===== config.mk =====
export PLATFORM = sky130hd
export DESIGN_NAME = fp_peak_centroid
export DESIGN_NICKNAME = d
export VERILOG_FILES = /design/src/rtl/fp_peak_pkg.sv /design/src/rtl/fp_seq_div.sv /design/src/rtl/fp_peak_centroid.sv
export SDC_FILE = /design/constraint.sdc
export NUM_CORES = 1
export LEC_CHECK = 0
export ABC_AREA = 1
export BUFFER_PORTS_ARGS = -buffer_cell sky130_fd_sc_hd__buf_2
export CAP_MARGIN = 20
export CORE_ASPECT_RATIO = 1.75
export CORE_UTILIZATION = 31
export CTS_CLUSTER_DIAMETER = 30
export DETAILED_ROUTE_END_ITERATION = 8
export PLACE_DENSITY = 0.54
export SETUP_SLACK_MARGIN = 0.3
export SLEW_MARGIN = 15
export SYNTH_ARGS = -nofsm -noshare
export SYNTH_HDL_FRONTEND = slang
export SYNTH_SLANG_ARGS = --single-unit

===== constraint.sdc =====
create_clock -name sys_clk -period 5.4 [get_ports sys_clk]
set_clock_uncertainty 0.1 [all_clocks]
set_input_delay 0 -clock sys_clk [delete_from_list [all_inputs] [get_ports sys_clk]]
set_output_delay 0 -clock sys_clk [all_outputs]
set_load 0.02 [all_outputs]

===== src/rtl/fp_peak_pkg.sv =====
// Shared definitions for the FP peak centroid responder: divider widths,
// fractional scale and FSM state encoding.
package fp_peak_pkg;
    localparam int FRAC_SCALE = 10000;
    localparam int DIV_W      = 40;
    localparam int DIVISOR_W  = 24;

    typedef enum logic [2:0] {
        S_IDLE,
        S_READ,
        S_DRAIN,
        S_DIV1,
        S_DIV2,
        S_OUT
    } state_t;
endpackage


===== src/rtl/fp_seq_div.sv =====
// Sequential restoring divider, one quotient bit per cycle. A start cycle
// loads the operands and done is raised on the cycle of the last iteration.
module fp_seq_div
    import fp_peak_pkg::*;
(
    input  logic                 sys_clk,
    input  logic                 sys_rst_n,
    input  logic                 start,
    input  logic [DIV_W-1:0]     dividend,
    input  logic [DIVISOR_W-1:0] divisor,
    output logic                 busy,
    output logic                 done,
    output logic [DIV_W-1:0]     quot,
    output logic [DIVISOR_W-1:0] rem
);
    logic [DIV_W-1:0]     num_r;
    logic [DIVISOR_W-1:0] den_r;
    logic [5:0]           iter_cnt;
    logic [DIVISOR_W:0]   trial;
    logic [DIVISOR_W:0]   diff;
    logic                 ge;

    assign trial = {rem, num_r[DIV_W-1]};
    assign diff  = trial - {1'b0, den_r};
    assign ge    = (trial >= {1'b0, den_r});
    assign done  = busy && (iter_cnt == 6'd1);

    // a start while busy restarts the divide; the caller relies on this after an abort
    always_ff @(posedge sys_clk or negedge sys_rst_n) begin
        if (!sys_rst_n) begin
            num_r    <= '0;
            den_r    <= '0;
            quot     <= '0;
            rem      <= '0;
            iter_cnt <= '0;
            busy     <= 1'b0;
        end else if (start) begin
            num_r    <= dividend;
            den_r    <= divisor;
            quot     <= '0;
            rem      <= '0;
            iter_cnt <= 6'(DIV_W);
            busy     <= 1'b1;
        end else if (busy) begin
            num_r    <= {num_r[DIV_W-2:0], 1'b0};
            quot     <= {quot[DIV_W-2:0], ge};
            rem      <= ge ? diff[DIVISOR_W-1:0] : trial[DIVISOR_W-1:0];
            iter_cnt <= iter_cnt - 6'd1;
            if (iter_cnt == 6'd1)
                busy <= 1'b0;
        end
    end
endmodule


===== src/rtl/fp_peak_centroid.sv =====
// Peak-fit responder: queues window requests, reads FIT_NUM samples and
// returns the intensity-weighted centroid as {frac/10000, int_addr}.
//
// state   | meaning
// S_IDLE  | wait for a queued request, pop it and clear accumulators
// S_READ  | issue FIT_NUM buffer reads
// S_DRAIN | accumulate the last returned sample
// S_DIV1  | sum_kw / sum_w -> integer offset and remainder
// S_DIV2  | rem*10000 / sum_w -> fractional part
// S_OUT   | register result and strobe peak_i_en
module fp_peak_centroid
    import fp_peak_pkg::*;
#(
    parameter int          FIT_NUM    = 21,
    parameter int          FIFO_DEPTH = 4,
    parameter logic [15:0] BASELINE   = 16'd0
)(
    input  logic        sys_clk,
    input  logic        sys_rst_n,
    input  logic        AD_start,
    input  logic        peak_fit_en,
    input  logic [15:0] fit_str_addr,
    output logic        rd_en,
    output logic [15:0] rd_addr,
    input  logic [15:0] rd_data,
    output logic [31:0] peak_i,
    output logic        peak_i_en,
    output logic        busy,
    output logic        overflow,
    output logic        zero_win
);
    localparam int                PTR_W     = (FIFO_DEPTH > 1) ? $clog2(FIFO_DEPTH) : 1;
    localparam int                CNT_W     = $clog2(FIFO_DEPTH + 1);
    localparam logic [CNT_W-1:0]  FIFO_FULL = CNT_W'(FIFO_DEPTH);
    localparam logic [PTR_W-1:0]  PTR_LAST  = PTR_W'(FIFO_DEPTH - 1);
    localparam logic [7:0]        RD_LAST   = 8'(FIT_NUM - 1);
    localparam logic [15:0]       MID_OFF   = 16'((FIT_NUM - 1) / 2);

    state_t               state;
    logic                 pfe_q;
    logic [15:0]          fifo_mem [FIFO_DEPTH];
    logic [PTR_W-1:0]     wr_ptr, rd_ptr;
    logic [CNT_W-1:0]     fifo_cnt;
    logic                 req_edge, fifo_empty, fifo_full, push, pop;
    logic [15:0]          base, int_off, w;
    logic [7:0]           rd_cnt, k;
    logic                 rd_vld;
    logic [23:0]          sum_w;
    logic [31:0]          sum_kw;
    logic                 div_run, div_start, div_busy, div_done;
    logic [DIV_W-1:0]     div_dividend, div_quot;
    logic [DIVISOR_W-1:0] div_rem;
    logic [37:0]          rem_scaled;
    logic                 unused_div;

    assign req_edge   = peak_fit_en & ~pfe_q;
    assign fifo_empty = (fifo_cnt == '0);
    assign fifo_full  = (fifo_cnt == FIFO_FULL);
    assign pop        = (state == S_IDLE) && !fifo_empty && !AD_start;
    assign push       = req_edge && !AD_start && (!fifo_full || pop);
    assign busy       = (state != S_IDLE) || !fifo_empty;
    assign w          = (rd_data > BASELINE) ? rd_data - BASELINE : 16'd0;

    assign div_start    = ((state == S_DIV1) || (state == S_DIV2)) && !div_run;
    assign rem_scaled   = 38'(div_rem) * 38'(FRAC_SCALE);
    assign div_dividend = (state == S_DIV1) ? DIV_W'(sum_kw) : DIV_W'(rem_scaled);
    assign unused_div   = ^{div_busy, div_quot[DIV_W-1:16]};

    fp_seq_div u_div (
        .sys_clk   (sys_clk),
        .sys_rst_n (sys_rst_n),
        .start     (div_start),
        .dividend  (div_dividend),
        .divisor   (sum_w),
        .busy      (div_busy),
        .done      (div_done),
        .quot      (div_quot),
        .rem       (div_rem)
    );

    always_ff @(posedge sys_clk) begin
        if (push)
            fifo_mem[wr_ptr] <= fit_str_addr;
    end

    always_ff @(posedge sys_clk or negedge sys_rst_n) begin
        if (!sys_rst_n) begin
            pfe_q    <= 1'b0;
            wr_ptr   <= '0;
            rd_ptr   <= '0;
            fifo_cnt <= '0;
            overflow <= 1'b0;
        end else begin
            pfe_q <= peak_fit_en;
            if (AD_start) begin
                wr_ptr   <= '0;
                rd_ptr   <= '0;
                fifo_cnt <= '0;
                overflow <= 1'b0;
            end else begin
                if (push)
                    wr_ptr <= (wr_ptr == PTR_LAST) ? '0 : wr_ptr + 1'b1;
                if (pop)
                    rd_ptr <= (rd_ptr == PTR_LAST) ? '0 : rd_ptr + 1'b1;
                fifo_cnt <= fifo_cnt + CNT_W'(push) - CNT_W'(pop);
                if (req_edge && !push)
                    overflow <= 1'b1;
            end
        end
    end

    always_ff @(posedge sys_clk or negedge sys_rst_n) begin
        if (!sys_rst_n) begin
            state     <= S_IDLE;
            rd_en     <= 1'b0;
            rd_addr   <= '0;
            rd_cnt    <= '0;
            rd_vld    <= 1'b0;
            base      <= '0;
            k         <= '0;
            sum_w     <= '0;
            sum_kw    <= '0;
            int_off   <= '0;
            div_run   <= 1'b0;
            peak_i    <= '0;
            peak_i_en <= 1'b0;
            zero_win  <= 1'b0;
        end else if (AD_start) begin
            state     <= S_IDLE;
            rd_en     <= 1'b0;
            rd_vld    <= 1'b0;
            k         <= '0;
            sum_w     <= '0;
            sum_kw    <= '0;
            div_run   <= 1'b0;
            peak_i    <= '0;
            peak_i_en <= 1'b0;
            zero_win  <= 1'b0;
        end else begin
            rd_vld    <= rd_en;
            peak_i_en <= 1'b0;
            zero_win  <= 1'b0;
            if (rd_vld) begin
                sum_w  <= sum_w + 24'(w);
                sum_kw <= sum_kw + 32'(k) * 32'(w);
                k      <= k + 8'd1;
            end
            if (div_start)
                div_run <= 1'b1;
            else if (div_done)
                div_run <= 1'b0;

            case (state)
                S_IDLE: if (pop) begin
                    base    <= fifo_mem[rd_ptr];
                    rd_addr <= fifo_mem[rd_ptr];
                    rd_en   <= 1'b1;
                    rd_cnt  <= RD_LAST;
                    k       <= '0;
                    sum_w   <= '0;
                    sum_kw  <= '0;
                    state   <= S_READ;
                end
                S_READ: if (rd_cnt == 8'd0) begin
                    rd_en <= 1'b0;
                    state <= S_DRAIN;
                end else begin
                    rd_addr <= rd_addr + 16'd1;
                    rd_cnt  <= rd_cnt - 8'd1;
                end
                S_DRAIN: state <= S_DIV1;
                S_DIV1: if (div_run && div_done) state <= S_DIV2;
                S_DIV2: begin
                    // first divide's quotient is final on the cycle the second one starts
                    if (div_start)
                        int_off <= div_quot[15:0];
                    if (div_run && div_done)
                        state <= S_OUT;
                end
                S_OUT: begin
                    peak_i_en <= 1'b1;
                    state     <= S_IDLE;
                    if (sum_w == 24'd0) begin
                        peak_i   <= {16'd0, base + MID_OFF};
                        zero_win <= 1'b1;
                    end else begin
                        peak_i <= {div_quot[15:0], base + int_off};
                    end
                end
                default: state <= S_IDLE;
            endcase
        end
    end
endmodule


==> summary.txt <==
Global routing
  • GR Overflow Total: 0
  • Pin count of the biggest net entering global routing: 122
  • Number of antenna violations at the first check in global routing: 1
  • Number of global-route vias before repair: about 26000
  • Wire length of the first global-routing pass: 136000 µm
  • GRT Util Overall: 18.4%

Critical path
  • Most Frequent Cell on Critical Path: fa_1
  • CP Cell Sequence: buf_4, nand2_1, inv_1, fa_1, fa_1, fa_1, inv_1, fa_1, inv_1, ha_1, nand2_1, nor2_1, nor3b_1, nand3_1, nand3_1, nand3_1, nand2_1, nor2_1
  • Setup CP Type: reg2reg
  • Sort of element at the end of the critical path: flip-flop
  • Sort of element at the start of the critical path: flip-flop
  • Stage delay of the slowest cell on the critical path: 540 ps
  • Bufs and invs on worst path: 4
  • Data arrival time of the worst path: 5190 ps
  • Top delay family on crit path: adder cells
  • WP data required: 5820 ps
  • CP max FO: 12
  • Cell at the slowest stage of the critical path: fa_1

Route
  • Total Wirelength: 83400 µm
  • Number of vias per cell: around 4.7
  • Detailed Routing Iterations Pass 1: 5
  • Detailed router's first-iteration violation count: 1210
  • Overall via count from detail_route: 24758
  • Post-detailed-route DRC marker count: 0
  • Drt wl/cell: 16.0 µm
  • ANT nets after route: 0

Final layout
  • Share of cells above drive strength 1: 7.29%
  • Net count reported at finish: 4397
  • Multi-input gate area: 16200 µm²
  • Total of fill cells in the finished design: 9754
  • Area added between synthesis and finish: 15.2%
  • Area of all sequential standard cells: a little under 9000 µm²

Floorplanning
  • Die height: a little over 400 µm
  • Boundary Pins: 89
  • Die ar.: about 95000 µm²
  • Row Count: roughly 150
  • Placeable core region: 92100 µm²
  • Starting density of the core: a little under a third
  • Die extent in x: between 200 and 250 µm

STA
  • Relative max-transition margin: about a third
  • Pins over their slew limit: 0
  • Shortest period the worst path allows: 4770 ps
  • Pin slew with the least headroom to its limit: 1000 ps
  • F_max: 210 MHz
  • Hold Vio Cnt, Final: 0
  • Total Neg Setup Slack: 0 ps
  • Total of endpoints with negative setup slack in the final report: 0
  • Setup repair after global routing missed its margin: yes
  • Portion of the clock cycle consumed by the worst path in the final layout: 88.3%

Synth
  • Most common cell in the synthesized netlist: nand2_1
  • Main synth FF type: dfrtp_1
  • Gate count after technology mapping: 3891
  • Register area share after synthesis: 30.9%
  • Area share of the largest cell type after synthesis: 24.2%
  • Top post-synthesis cells by count: 973 x nand2_1, 852 x inv_1, 280 x dfrtp_1, 227 x nor2_1
  • Flip-flop and latch count after synthesis: 344
  • Syn. warnings: 0
  • Area leader, netlist: dfrtp_1
  • Net count after synthesis: 4307
  • Number of enable-type register cells in the synthesized netlist: 64
  • Count of different cell masters after synthesis: 49
  • Synthesized area per cell: approximately 7.4 µm²
  • Mapped Area: 28900 µm²
  • Leading cell types by total area after synthesis: dfrtp_1 24%, nand2_1 13%, fa_1 12%
  • Proportion of register bits with asynchronous set or reset after synthesis: approximately 80%

Clock network
  • TritonCTS Buffers: 69
  • Clock net sink count: 344
  • Htree depth: 3
  • CTS tree: done
  • Clock slew seen by the registers of the worst setup and hold paths: 50 ps
  • Buffer depth of the longest clock path: 3
  • Clock latency on the worst-skew pair: between 600 and 700 ps
  • Root Buffer Master: clkbuf_16

Placed design
  • Detailed Place HPWL: around 65000 µm
  • Last weighted congestion value of the routability-driven placer: 0.909
  • Input/output buffers: between 80 and 90

Worst hold path
  • Hold WC Path Type: in2reg

Job
  • Max-Cap Viols: 0

Outcome
  • Status: complete, no violations
## placed cells by master, fill, tap and decap left out, types with 7 or more instances in the layout
master	count
a211oi_1	10
a21o_1	9
a21oi_1	207
a32o_1	12
buf_2	87
buf_4	34
bufinv_16	8
clkbuf_1	9
clkbuf_16	70
clkinv_2	11
clkinvlp_4	7
dfrtp_1	270
dfrtp_2	9
dlygate4sd3_1	33
edfxtp_1	64
fa_1	169
ha_1	211
inv_1	851
inv_2	7
inv_6	8
nand2_1	972
nand3_1	211
nand3b_1	10
nand4_1	60
nor2_1	222
nor2_2	11
nor3_1	39
o211ai_1	19
o21a_1	19
o21ai_0	189
o21bai_1	8
o221ai_1	11
o22ai_1	39
o31ai_1	20
or2_2	10
xnor2_1	13
xor2_1	33
## final cells by class
| class | count | area share (%) |
|---|---|---|
| multi-input cells | 2548 | 48.5 |
| flip-flops and latches | 344 | 26.8 |
| inverters | 859 | 9.67 |
| clock buffers | 84 | 5.53 |
| well taps | 1192 | 4.47 |
| repair buffers | 159 | 3.41 |
| clock inverters | 40 | 1.56 |
| diodes | 1 | 0.00751 |
## flip-flops by register name, summed over array words and instances (netlist names), 2 cells and up
register	cells
wr_ptr	2
u_div.rem	24
fifo_cnt	3
state	3
u_div.quot	16
rd_cnt	8
u_div.den_r	24
peak_i	32
u_div.num_r	40
k	8
sum_kw	32
rd_ptr	2
base	16
rd_addr	16
fifo_mem	64
int_off	16
sum_w	24
u_div.iter_cnt	6
## path summary, 6_finish.rpt
path / from / depth (start not counted) / endpoint / slack [ps]
hold reg to reg: peak_i[8] / 2 / peak_i[8] / 370
min in group asynchronous: sys_rst_n / 3 / u_div.num_r[1] / 240
setup / recovery: k[6] / 18 / sum_kw[29] / 630
hold / removal: fit_str_addr[6] / 2 / fifo_mem[1][6] / 60
setup reg to reg: k[6] / 18 / sum_kw[29] / 630
max in group asynchronous: sys_rst_n / 4 / rd_vld / 3910
## through the flow
step / instance area [µm²] / std cells / utilization, % / hold WS (ps) / setup WS, ps
floorplan: 28900 / 3891 / - / -396 / 751
global placement: 30500 / 5064 / 33.1 / 24.7 / 432
detailed placement: 30500 / 5065 / 33.1 / 29.2 / 358
CTS: 33300 / 5223 / 36.1 / 1.42 / 325
global route: 33300 / 5227 / 36.2 / 35.2 / 287
finish: 33300 / 5227 / 36.2 / 59.3 / 631
## timing repair
action	4_1_cts	5_1_grt
hold endpoints to repair	203	0
gates resized for setup	0	13
buffers inserted	0	2
endpoints found under the setup margin	0	20
hold buffers	34	0
## cell families after synthesis
logic type	synth area share [%]
simple gates	22.3
buf+inv	13.3
compound gates	11.2
fa+ha+maj	20.8
flops	30.9
xor+xnor	1.39
## metal layers
layer | share of wire (%) | GRT usage, % | vias to the layer above | wire (µm)
li1 | - | - | 12400 | -
met1 | 39 | 19.7 | 11718 | 32300
met2 | 53 | 34.2 | 422 | 44000
met3 | 3.0 | 2.42 | 218 | 2470
met4 | 5.5 | 10.4 | 0 | 4620
met5 | 0 | 0 | - | 0
Power is left out: the tool's default activity adds up to more than one toggle a clock period on the data nets, which glitch-free logic cannot reach.
